===== src/rtl/mem_writeback_stage.sv =====
// Memory/writeback stage: ALU results go straight to the register-file write port, loads issue one
// aligned read, then sign/zero-extend the selected lane. Optional LOAD_TIMEOUT_EN aborts a load after 255 cycles with no response.
//
// state    | meaning
// IDLE     | no op in flight, ready for a new op
// MEM_REQ  | read request presented, waiting for mem_req_ready
// MEM_WAIT | request accepted, waiting for mem_rsp_valid
// WB       | register-file write (or fault pulse) presented, ready for a new op
module mem_writeback_stage (
  input  logic        clk,
  input  logic        reset,
  input  logic        in_valid,
  output logic        in_ready,
  input  logic [4:0]  in_rd,
  input  logic [31:0] in_alu_result,
  input  logic        in_is_load,
  input  logic [2:0]  in_funct3,
  input  logic        in_reg_write,
  output logic        mem_req_valid,
  input  logic        mem_req_ready,
  output logic [31:0] mem_addr,
  input  logic        mem_rsp_valid,
  input  logic [31:0] mem_rsp_data,
  output logic [4:0]  write_reg,
  output logic [31:0] write_data,
  output logic        cs_reg_write,
  output logic        load_fault
);

  typedef enum logic [1:0] {IDLE, MEM_REQ, MEM_WAIT, WB} state_t;

  state_t      r_state, w_state_nxt;
  logic        r_mem_req_valid, w_mem_req_valid_nxt;
  logic [31:0] r_mem_addr, w_mem_addr_nxt;
  logic [4:0]  r_write_reg, w_write_reg_nxt;
  logic [31:0] r_write_data, w_write_data_nxt;
  logic        r_cs_reg_write, w_cs_reg_write_nxt;
  logic        r_load_fault, w_load_fault_nxt;
  logic [4:0]  r_rd, w_rd_nxt;
  logic [2:0]  r_funct3, w_funct3_nxt;
  logic [1:0]  r_addr_lo, w_addr_lo_nxt;

  logic        w_accept;
  logic        w_load_bad;
  logic        w_timeout;
  logic [7:0]  w_byte;
  logic [15:0] w_half;
  logic [31:0] w_load_data;

  assign in_ready = reset & ((r_state == IDLE) | (r_state == WB));
  assign w_accept = in_valid & in_ready;

  always_comb begin
    w_load_bad = 1'b0;
    case (in_funct3)
      3'b000, 3'b100: w_load_bad = 1'b0;
      3'b001, 3'b101: w_load_bad = in_alu_result[0];
      3'b010:         w_load_bad = |in_alu_result[1:0];
      default:        w_load_bad = 1'b1;
    endcase
  end

  always_comb begin
    w_byte = mem_rsp_data[{r_addr_lo, 3'b000} +: 8];
    w_half = r_addr_lo[1] ? mem_rsp_data[31:16] : mem_rsp_data[15:0];
    case (r_funct3)
      3'b000:  w_load_data = {{24{w_byte[7]}}, w_byte};
      3'b001:  w_load_data = {{16{w_half[15]}}, w_half};
      3'b100:  w_load_data = {24'd0, w_byte};
      3'b101:  w_load_data = {16'd0, w_half};
      default: w_load_data = mem_rsp_data;
    endcase
  end

`ifdef LOAD_TIMEOUT_EN
  logic [7:0] r_timeout_cnt;

  // Reloaded outside MEM_WAIT so the 255th waiting cycle sees the terminal count.
  always_ff @(posedge clk or negedge reset) begin
    if (!reset) begin
      r_timeout_cnt <= 8'd254;
    end else if (r_state != MEM_WAIT) begin
      r_timeout_cnt <= 8'd254;
    end else if (r_timeout_cnt != 8'd0) begin
      r_timeout_cnt <= r_timeout_cnt - 8'd1;
    end
  end

  assign w_timeout = (r_timeout_cnt == 8'd0);
`else
  assign w_timeout = 1'b0;
`endif

  always_comb begin
    w_state_nxt         = r_state;
    w_mem_req_valid_nxt = r_mem_req_valid;
    w_mem_addr_nxt      = r_mem_addr;
    w_write_reg_nxt     = r_write_reg;
    w_write_data_nxt    = r_write_data;
    w_cs_reg_write_nxt  = 1'b0;
    w_load_fault_nxt    = 1'b0;
    w_rd_nxt            = r_rd;
    w_funct3_nxt        = r_funct3;
    w_addr_lo_nxt       = r_addr_lo;
    case (r_state)
      IDLE, WB: begin
        if (w_accept) begin
          if (!in_is_load) begin
            w_state_nxt        = WB;
            w_write_reg_nxt    = in_rd;
            w_write_data_nxt   = in_alu_result;
            w_cs_reg_write_nxt = in_reg_write & (in_rd != 5'd0);
          end else if (w_load_bad) begin
            w_state_nxt      = WB;
            w_write_reg_nxt  = in_rd;
            w_load_fault_nxt = 1'b1;
          end else begin
            w_state_nxt         = MEM_REQ;
            w_mem_req_valid_nxt = 1'b1;
            w_mem_addr_nxt      = {in_alu_result[31:2], 2'b00};
            w_rd_nxt            = in_rd;
            w_funct3_nxt        = in_funct3;
            w_addr_lo_nxt       = in_alu_result[1:0];
          end
        end else begin
          w_state_nxt = IDLE;
        end
      end
      MEM_REQ: begin
        if (mem_req_ready) begin
          w_state_nxt         = MEM_WAIT;
          w_mem_req_valid_nxt = 1'b0;
        end
      end
      MEM_WAIT: begin
        if (mem_rsp_valid) begin
          w_state_nxt        = WB;
          w_write_reg_nxt    = r_rd;
          w_write_data_nxt   = w_load_data;
          w_cs_reg_write_nxt = (r_rd != 5'd0);
        end else if (w_timeout) begin
          w_state_nxt      = WB;
          w_write_reg_nxt  = r_rd;
          w_load_fault_nxt = 1'b1;
        end
      end
      default: w_state_nxt = IDLE;
    endcase
  end

  always_ff @(posedge clk or negedge reset) begin
    if (!reset) begin
      r_state         <= IDLE;
      r_mem_req_valid <= 1'b0;
      r_mem_addr      <= 32'd0;
      r_write_reg     <= 5'd0;
      r_write_data    <= 32'd0;
      r_cs_reg_write  <= 1'b0;
      r_load_fault    <= 1'b0;
      r_rd            <= 5'd0;
      r_funct3        <= 3'd0;
      r_addr_lo       <= 2'd0;
    end else begin
      r_state         <= w_state_nxt;
      r_mem_req_valid <= w_mem_req_valid_nxt;
      r_mem_addr      <= w_mem_addr_nxt;
      r_write_reg     <= w_write_reg_nxt;
      r_write_data    <= w_write_data_nxt;
      r_cs_reg_write  <= w_cs_reg_write_nxt;
      r_load_fault    <= w_load_fault_nxt;
      r_rd            <= w_rd_nxt;
      r_funct3        <= w_funct3_nxt;
      r_addr_lo       <= w_addr_lo_nxt;
    end
  end

  assign mem_req_valid = r_mem_req_valid;
  assign mem_addr      = r_mem_addr;
  assign write_reg     = r_write_reg;
  assign write_data    = r_write_data;
  assign cs_reg_write  = r_cs_reg_write;
  assign load_fault    = r_load_fault;

endmodule


===== config.mk =====
export PLATFORM = sky130hd
export DESIGN_NAME = mem_writeback_stage
export DESIGN_NICKNAME = d
export VERILOG_FILES = /design/src/rtl/mem_writeback_stage.sv
export SDC_FILE = /design/constraint.sdc
export NUM_CORES = 1
export LEC_CHECK = 0
export BUFFER_PORTS_ARGS = -buffer_cell sky130_fd_sc_hd__clkbuf_2
export CAP_MARGIN = 20
export CORE_MARGIN = 3
export CORE_UTILIZATION = 54
export CTS_CLUSTER_SIZE = 10
export DETAILED_ROUTE_END_ITERATION = 16
export PLACE_DENSITY = 0.91
export SETUP_SLACK_MARGIN = 0.02
export SYNTH_ARGS = -nofsm -noshare
export SYNTH_HDL_FRONTEND = slang
export SYNTH_SLANG_ARGS = --single-unit
export TNS_END_PERCENT = 50

===== constraint.sdc =====
create_clock -name clk -period 5.4 [get_ports clk]
set_input_delay 0 -clock clk [delete_from_list [all_inputs] [get_ports clk]]
set_output_delay 0 -clock clk [all_outputs]
set_load 0.1 [all_outputs]

==> summary.md, run 1 <==
| Metric | Value |
|---|---|
| Async SR Flop Fraction | 100% |
| Commonest non-fill, non-tap cell in the layout | clkbuf_2 |
| Register bit count reported by yosys | 82 |
| Hold_buf cts | 69 |
| Post-synthesis simple-gate area fraction | 10.7% |
| Most frequent cells in the layout | clkbuf_2 (148), dfrtp_1 (82), dlygate4sd3_1 (69) |
| Initial antenna violation count | 0 |
| Final nets | 685 |
| Synth top area share | 48.7% |
| Ant. Diodes | 0 |
| Final setup violation count | 0 |
| Die area | 8910 um2 |
| Worst hold start | mem_rsp_data[12] |
| Adder-cell share of the synthesized area | 0.890% |
| Clk_lat worst skew | 370 ps |
| Via density | 6.20 |
| Clk buf depth | 2 |
| WL per Instance | 20.4 um |
| Cts bufs inserted | 9 |
| Multiplexer share of the synthesized area | 17.4% |
| Remaining Overflow, GRT | 0 |
| Area leader, netlist | dfrtp_1 |
| Startpoint Class | register |
| Most area-consuming cells after synthesis | dfrtp_1 (49%), mux2_2 (13%), a221oi_1 (5.0%) |
| Critical path, cell by cell | mux4_2 > a311oi_4 > a221oi_1 > dlygate4sd3_1 |
| Clk_skew | 11.4 ps |
| # fillers | 449 |
| Fraction of layout cells with a size suffix above 1 | 37.0% |
| Beginning of the critical path | r_addr_lo[1] |
| Syn avg cell area | 10.6 um2 |
| R2r startpoint | r_addr_lo[1] |
| Seq/Total Area, Yosys | 48.7% |
| Synth Warn # | 0 |
| Row count | 31 |
| Die Width | 94.4 um |
| Die Y | 94.4 um |
| First-pass GRT wire length | 22000 um |
| DRC errors left | 0 |
| Distinct cell type count after synthesis | 44 |
| Number of global-route vias before repair | 4326 |
| CP peak stage delay | 950 ps |
| Synth Area in XOR/XNOR | 0% |
| I/O pin cnt | 152 |
| Sequential Area | 2050 um2 |
| Crit path max-delay family | flip-flops |
| Required time of the critical path | 5660 ps |
| Max-cap violation count | 0 |
| Worst Path Arrival | 3520 ps |
| Initial Util | 56.9% |
| RD Place Congestion | 0.856 |
| Area of placed instances | 5000 um2 |
| Largest family of logic cells by synthesized area | compound AO/OA/AOI/OAI gates |
| All-Layer GR Usage | 32.3% |
| Synth Cell Area | 4220 um2 |
| FF-to-FF setup slack | 2140 ps |
| CTS H-tree depth | 3 |
| Crit Path Class | reg -> reg |
| Worst Setup End Kind | register |
| Fin area | 5940 um2 |
| Min Tclk post-route | 3260 ps |
| Worst hold path cell count | 3 |
| Met3 WL | 1450 um |
| Final Cycle Share | 60.5% |
| Largest net degree at the start of global routing | 87 |
| IO buf count | 149 |
| Worst slew pin tran | 922 ps |
| Type of the most critical hold path | in -> reg |
| Largest fanout on the critical path | 27 |
| Routed vias | 4382 |
| Cts repair resizes | 0 |
| CTS tree | yes |
| Clk slew on worst S/H paths | 90 ps |
| Slew Limit Fails | 0 |
| Finished Layout Cells | 707 |
| F_max | 306 MHz |
| Synth-to-Final Area Change | 40.7% |
| Setup TNS | 0 ps |
| DP HPWL | 8820 um |
| RSZ-0062 raised after global routing | false |
| Core area | 7410 um2 |
| Clk root buf | clkbuf_8 |
| Total iterations of the first detailed-routing run | 6 |
| Dominant synthesized flop cell | dfrtp_1 |
| Final ANT Viol Nets | 0 |
| Max FFs per register | 32 |
| CP max-delay cell | dfrtp_1 |
| WP buf/inv | 1 |
| Syn Inst Count | 398 |
| Multi-input combinational cell area | 2000 um2 |
| Post-synth EDFFs | 0 |
| Post-CTS Setup Inserts | 0 |
| Synth Area in Compound Gates | 17.8% |
| Length in cells of the worst reg-to-reg path | 4 |
| Routed WL | 14500 um |
| Worst Hold End | write_data[12] |
| Reg2reg end | write_data[24] |
| Uppermost layer routed | met4 |
| Placed Instances | 620 |
| Detailed router's first-iteration violation count | 437 |
| Worst slew margin | 38.0% |
| CTS Sinks | 82 |
| Outcome | completed |
| WL met2 | 7090 um |
| Wl on met1 | 5220 um |
| Fin. Hold Viols | 0 |
layout make-up:
| class | instances | area share, % |
|---|---|---|
| Sequential cell | 82 | 34.6 |
| Multi-Input combinational cell | 278 | 33.6 |
| Timing Repair Buffer | 223 | 25.8 |
| Clock buffer | 9 | 2.09 |
| Tap cell | 99 | 2.09 |
| Clock inverter | 7 | 1.29 |
| Inverter | 9 | 0.569 |
worst register-to-register path, cell delays in order, from the launching register on:
cell and delay, ps:
dfrtp_1 950, mux4_2 670, a311oi_4 740, a221oi_1 200, dlygate4sd3_1 610
layer usage:
layer / vias to the layer above / global-route usage [%]
met5: - / 0
met4: 0 / 16.8
met3: 63 / 7.73
met2: 328 / 54.4
met1: 2104 / 38.6
li1: 1887 / -
worst max-delay path by stage:
stage,cells after the start,slack [ps],end
after floorplan,8,3450,write_data[17]
after global placement,3,2890,write_data[27]
after detailed placement,3,2750,write_data[22]
after CTS,4,2190,write_data[21]
after global routing,4,2040,write_data[24]
final,4,2140,write_data[24]
cell usage after synthesis (all sizes together), types with 2 or more instances:
| master | count |
|---|---|
| clkbuf | 15 |
| nand2b | 9 |
| a311oi | 8 |
| a221oi | 24 |
| mux2i | 15 |
| o211ai | 4 |
| nand2 | 34 |
| or4 | 2 |
| a211o | 7 |
| o22ai | 15 |
| nor2 | 49 |
| o21a | 2 |
| inv | 8 |
| nor3 | 2 |
| dfrtp | 82 |
| o21ai | 13 |
| a31oi | 13 |
| a21oi | 8 |
| mux2 | 50 |
| ha | 3 |
| buf | 15 |
metrics by stage:
| stage | hold slack [ps] | util, % | setup WS, ps |
|---|---|---|---|
| after floorplan | -296 | - | 3450 |
| after global placement | 255 | 67.1 | 2890 |
| after detailed placement | 258 | 67.5 | 2750 |
| after CTS | 17.6 | 79.5 | 2190 |
| after global routing | 51.1 | 80.1 | 2040 |
| final | 23.7 | 80.1 | 2140 |
cells by family after synthesis:
kind of cell             Yosys count
AND/OR/NAND/NOR                  105
AO/OA/AOI/OAI                    102
flip-flops                        82
multiplexers                      66
buffers and inverters             39
adder cells (fa/ha/maj)            3
other                              1
Power of run 1 is not shown: default switching activity piles up to over one toggle a cycle in this logic, so the estimate is an artifact.
==> run 2, diff against run 1 <==
- CORE_UTILIZATION: 54 -> 45
- PLACE_DENSITY: 0.91 -> 0.81
- clock period: 5.4 -> 2.7 ns (I/O delays scaled with it)
==> summary.md, run 2 (synthesis gave the netlist of run 1 again) <==
| Metric | Value |
|---|---|
| Outcome | completed |
| Die area | 10600 um2 |
| Cts repair resizes | 0 |
| Row count | 34 |
| Min Tclk post-route | 2300 ps |
| Fin. Hold Viols | 0 |
| Worst hold slack | 23.8 ps |
| Fraction of layout cells with a size suffix above 1 | 37.6% |
| Die Y | 103 um |
| F_max | 434 MHz |
| Die Width | 103 um |
| Routed vias | 4081 |
| Initial antenna violation count | 0 |
| Worst Setup End Kind | register |
| Detailed router's first-iteration violation count | 350 |
| Final ANT Viol Nets | 0 |
| Hold_buf cts | 65 |
| Clk slew on worst S/H paths | 90 ps |
| Clk buf depth | 2 |
| Cts bufs inserted | 9 |
| First-pass GRT wire length | 20900 um |
| DP HPWL | 9310 um |
| RD Place Congestion | 0.915 |
| Remaining Overflow, GRT | 0 |
| Crit path max-delay family | compound AO/OA/AOI/OAI gates |
| Setup TNS | 0 ps |
| DRC errors left | 0 |
| Critical path, cell by cell | inv_1 > ha_1 > inv_1 > o211ai_1 > a311oi_4 > a221oi_1 |
| CP peak stage delay | 690 ps |
| Required time of the critical path | 2880 ps |
| Synth-to-Final Area Change | 40.0% |
| CP max-delay cell | a311oi_4 |
| Post-CTS Setup Inserts | 0 |
| Core area | 8890 um2 |
| Commonest non-fill, non-tap cell in the layout | clkbuf_2 |
| RSZ-0062 raised after global routing | false |
| IO buf count | 149 |
| CTS tree | yes |
| Post-layout util | 66.4% |
| Final Cycle Share | 85.4% |
| Number of global-route vias before repair | 4253 |
| All-Layer GR Usage | 25.6% |
| Max-cap violation count | 0 |
| I/O pin cnt | 152 |
| Clk root buf | clkbuf_8 |
| WL per Instance | 18.3 um |
| Startpoint Class | register |
| Clk_skew | 9.77 ps |
| Worst slew margin | 48.1% |
| Ant. Diodes | 0 |
| WP buf/inv | 2 |
| Routed WL | 13100 um |
| Most frequent cells in the layout | clkbuf_2 (148), dfrtp_1 (82), dlygate4sd3_1 (65) |
| Max FFs per register | 32 |
| Via density | 5.69 |
| Largest net degree at the start of global routing | 45 |
| Type of the most critical hold path | in -> reg |
| Worst slew pin tran | 779 ps |
| Worst Path Arrival | 2490 ps |
| Largest fanout on the critical path | 16 |
| Final setup violation count | 0 |
| CTS H-tree depth | 3 |
| Total iterations of the first detailed-routing run | 5 |
| Clk_lat worst skew | 350 ps |
| Final nets | 687 |
| Slew Limit Fails | 0 |
| Cell mode on critical path | inv_1 |
| Crit Path Class | reg -> reg |
| CTS Sinks | 82 |
| Initial Util | 47.4% |
==> run 2: cell count changes in the layout (fill, tap and decap cells not counted) <==
cell	before	now
clkinv_2	1	0
clkinvlp_4	2	3
clkinv_4	1	0
clkbuf_1	0	1
clkbuf_8	9	10
dlygate4sd3_1	69	65
buf_16	2	0
inv_6	2	0
buf_4	3	11
==> run 2: final cells by class <==
cell class	instances	area, um2
Timing Repair Buffer	225	1490
Inverter	9	33.8
Tap cell	108	135
Sequential cell	82	2050
Fill cell	690	2990
Clock inverter	4	52.6
Multi-Input combinational cell	278	2000
Clock buffer	11	141
==> run 2: tightest hold or removal path: cells and delay by family <==
kind / cells / cell delay, ps
buffers and inverters: 1 / 120
AOI/OAI and AO/OA: 2 / 210
==> run 2: per-layer routing <==
| metal | share of wire [%] | vias up | global-route usage [%] |
|---|---|---|---|
| met5 | 0 | - | 0 |
| met4 | 2.5 | 0 | 10.6 |
| met3 | 7.4 | 24 | 5.41 |
| met2 | 50 | 186 | 44.0 |
| met1 | 40 | 1991 | 31.2 |
| li1 | - | 1880 | - |
==> run 2: path summary, 6_finish.rpt <==
check,start,to,slack [ps],depth (start not counted)
worst max-delay path,r_state[0],write_data[16],400,6
worst min-delay path,mem_rsp_data[10],write_data[10],20,3
worst max register to register,r_state[0],write_data[16],400,6
worst min register to register,mem_addr[6],mem_addr[6],510,1
max in group asynchronous,reset,write_data[30],2010,3
min in group asynchronous,reset,r_state[0],270,3
==> run 2: metrics by stage <==
| stage | std cells | instance area [um2] | worst slack, ps |
|---|---|---|---|
| finish | 717 | 5910 | 395 |
| detailed placement | 637 | 5060 | 436 |
| CTS | 717 | 5910 | 422 |
| global route | 717 | 5910 | 260 |
| global placement | 636 | 5040 | 519 |
| floorplan | 399 | 4220 | 755 |
Power of run 2 is left out for the same reason.
==> run 3, diff against run 2 <==
- CORE_ASPECT_RATIO: default -> 1.4
==> summary.md, run 3 (synthesis gave the netlist of run 1 again) <==
| Metric | Value |
|---|---|
| Final setup violation count | 0 |
| Commonest non-fill, non-tap cell in the layout | clkbuf_2 |
| Via density | 5.75 |
| Required time of the critical path | 2870 ps |
| Routed WL | 13700 um |
| Beginning of the critical path | r_state[0] |
| Crit Path Class | reg -> reg |
| Number of global-route vias before repair | 4225 |
| Slew Limit Fails | 0 |
| Detailed router's first-iteration violation count | 370 |
| Initial Util | 46.5% |
| DRC errors left | 0 |
| RD Place Congestion | 0.894 |
| Type of the most critical hold path | in -> reg |
| CP peak stage delay | 730 ps |
| Worst slew pin tran | 841 ps |
| Startpoint Class | register |
| Remaining Overflow, GRT | 0 |
| Critical path, cell by cell | inv_1 > ha_2 > inv_1 > o211ai_1 > a311oi_4 > a221oi_1 |
| Initial antenna violation count | 0 |
| Routed vias | 4079 |
| Core area | 9080 um2 |
| Most frequent cells in the layout | clkbuf_2 (148), dfrtp_1 (82), dlygate4sd3_1 (60) |
| Cell mode on critical path | inv_1 |
| Worst hold start | mem_rsp_data[10] |
| Fin. Hold Viols | 0 |
| IO buf count | 149 |
| Final nets | 681 |
| Fraction of layout cells with a size suffix above 1 | 37.9% |
| Synth-to-Final Area Change | 41.6% |
| # fillers | 679 |
| Worst Path Arrival | 2420 ps |
| Max FFs per register | 32 |
| Clk root buf | clkbuf_16 |
| Clk_skew | 4.71 ps |
| F_max | 444 MHz |
| Outcome | completed |
| Setup TNS | 0 ps |
| Worst Setup End Kind | register |
| DP HPWL | 9550 um |
| First-pass GRT wire length | 20900 um |
| Total iterations of the first detailed-routing run | 5 |
| Clk_lat worst skew | 340 ps |
| All-Layer GR Usage | 25.8% |
| Ant. Diodes | 0 |
| I/O pin cnt | 152 |
| Cts bufs inserted | 9 |
| Hold_buf cts | 60 |
| CTS tree | yes |
| Die Y | 121 um |
| Post-CTS Setup Inserts | 0 |
| Clk slew on worst S/H paths | 60 ps |
| Clk buf depth | 2 |
| Max-cap violation count | 0 |
| CTS Sinks | 82 |
| CP max-delay cell | a311oi_4 |
| Row count | 41 |
| Cts repair resizes | 0 |
| RSZ-0062 raised after global routing | false |
| Largest net degree at the start of global routing | 47 |
| Largest fanout on the critical path | 16 |
| R2r startpoint | r_state[0] |
| Final Cycle Share | 83.4% |
| WL per Instance | 19.3 um |
| Worst slew margin | 43.9% |
| Die Width | 87.8 um |
| Min Tclk post-route | 2250 ps |
| CTS H-tree depth | 3 |
| Final ANT Viol Nets | 0 |
| Die area | 10600 um2 |
run 3: changes by cell type in the layout (fill, tap and decap cells not counted), sizes merged:
cell,delta
clkinvlp,-3
buf,-1
clkinv,+1
dlygate4sd3,-5
bufinv,+1
run 3: critical path: cells and delay by family, from the launching register on:
family | cells | cell delay [ps]
buffers and inverters | 2 | 230
flip-flops | 1 | 410
adder cells (fa/ha/maj) | 1 | 330
AO/OA/AOI/OAI | 3 | 1110
run 3: metal layers:
metal  wire (um)  up-vias  track usage [%]
met5           0        -                0
met4         391        0             11.8
met3         890       35             6.41
met2        7360      184             45.7
met1        5020     1985             28.2
li1            -     1875                -
run 3: layout make-up:
class | instances | area (um2) | share of cell area, %
multi-input cells | 278 | 2000 | 33.5
flip-flops and latches | 82 | 2050 | 34.4
clock buffers | 11 | 243 | 4.07
well taps | 107 | 134 | 2.24
repair buffers | 219 | 1440 | 24.2
clock inverters | 3 | 65.1 | 1.09
inverters | 9 | 33.8 | 0.566
run 3: metrics by stage:
step | util [%] | instance area [um2] | setup slack [ps] | hold WS [ps] | cells
5_1_grt | 65.8 | 5970 | 320 | 24.0 | 709
3_5_place_dp | 55.8 | 5060 | 499 | -129 | 635
2_1_floorplan | - | 4220 | 755 | -296 | 399
6_report | 65.8 | 5970 | 449 | 24.9 | 709
4_1_cts | 65.8 | 5970 | 486 | 9.53 | 709
3_3_place_gp | 55.4 | 5030 | 617 | -136 | 634
run 3: path summary, 6_finish.rpt:
path / to / slack [ps] / cells past startpoint
setup reg to reg: write_data[21] / 450 / 6
min in group asynchronous: write_data[8] / 70 / 2
setup / recovery: write_data[21] / 450 / 6
hold reg to reg: mem_addr[15] / 500 / 1
hold / removal: write_data[10] / 20 / 3
max in group asynchronous: mem_addr[19] / 1790 / 3
Power of run 3 is left out for the same reason.
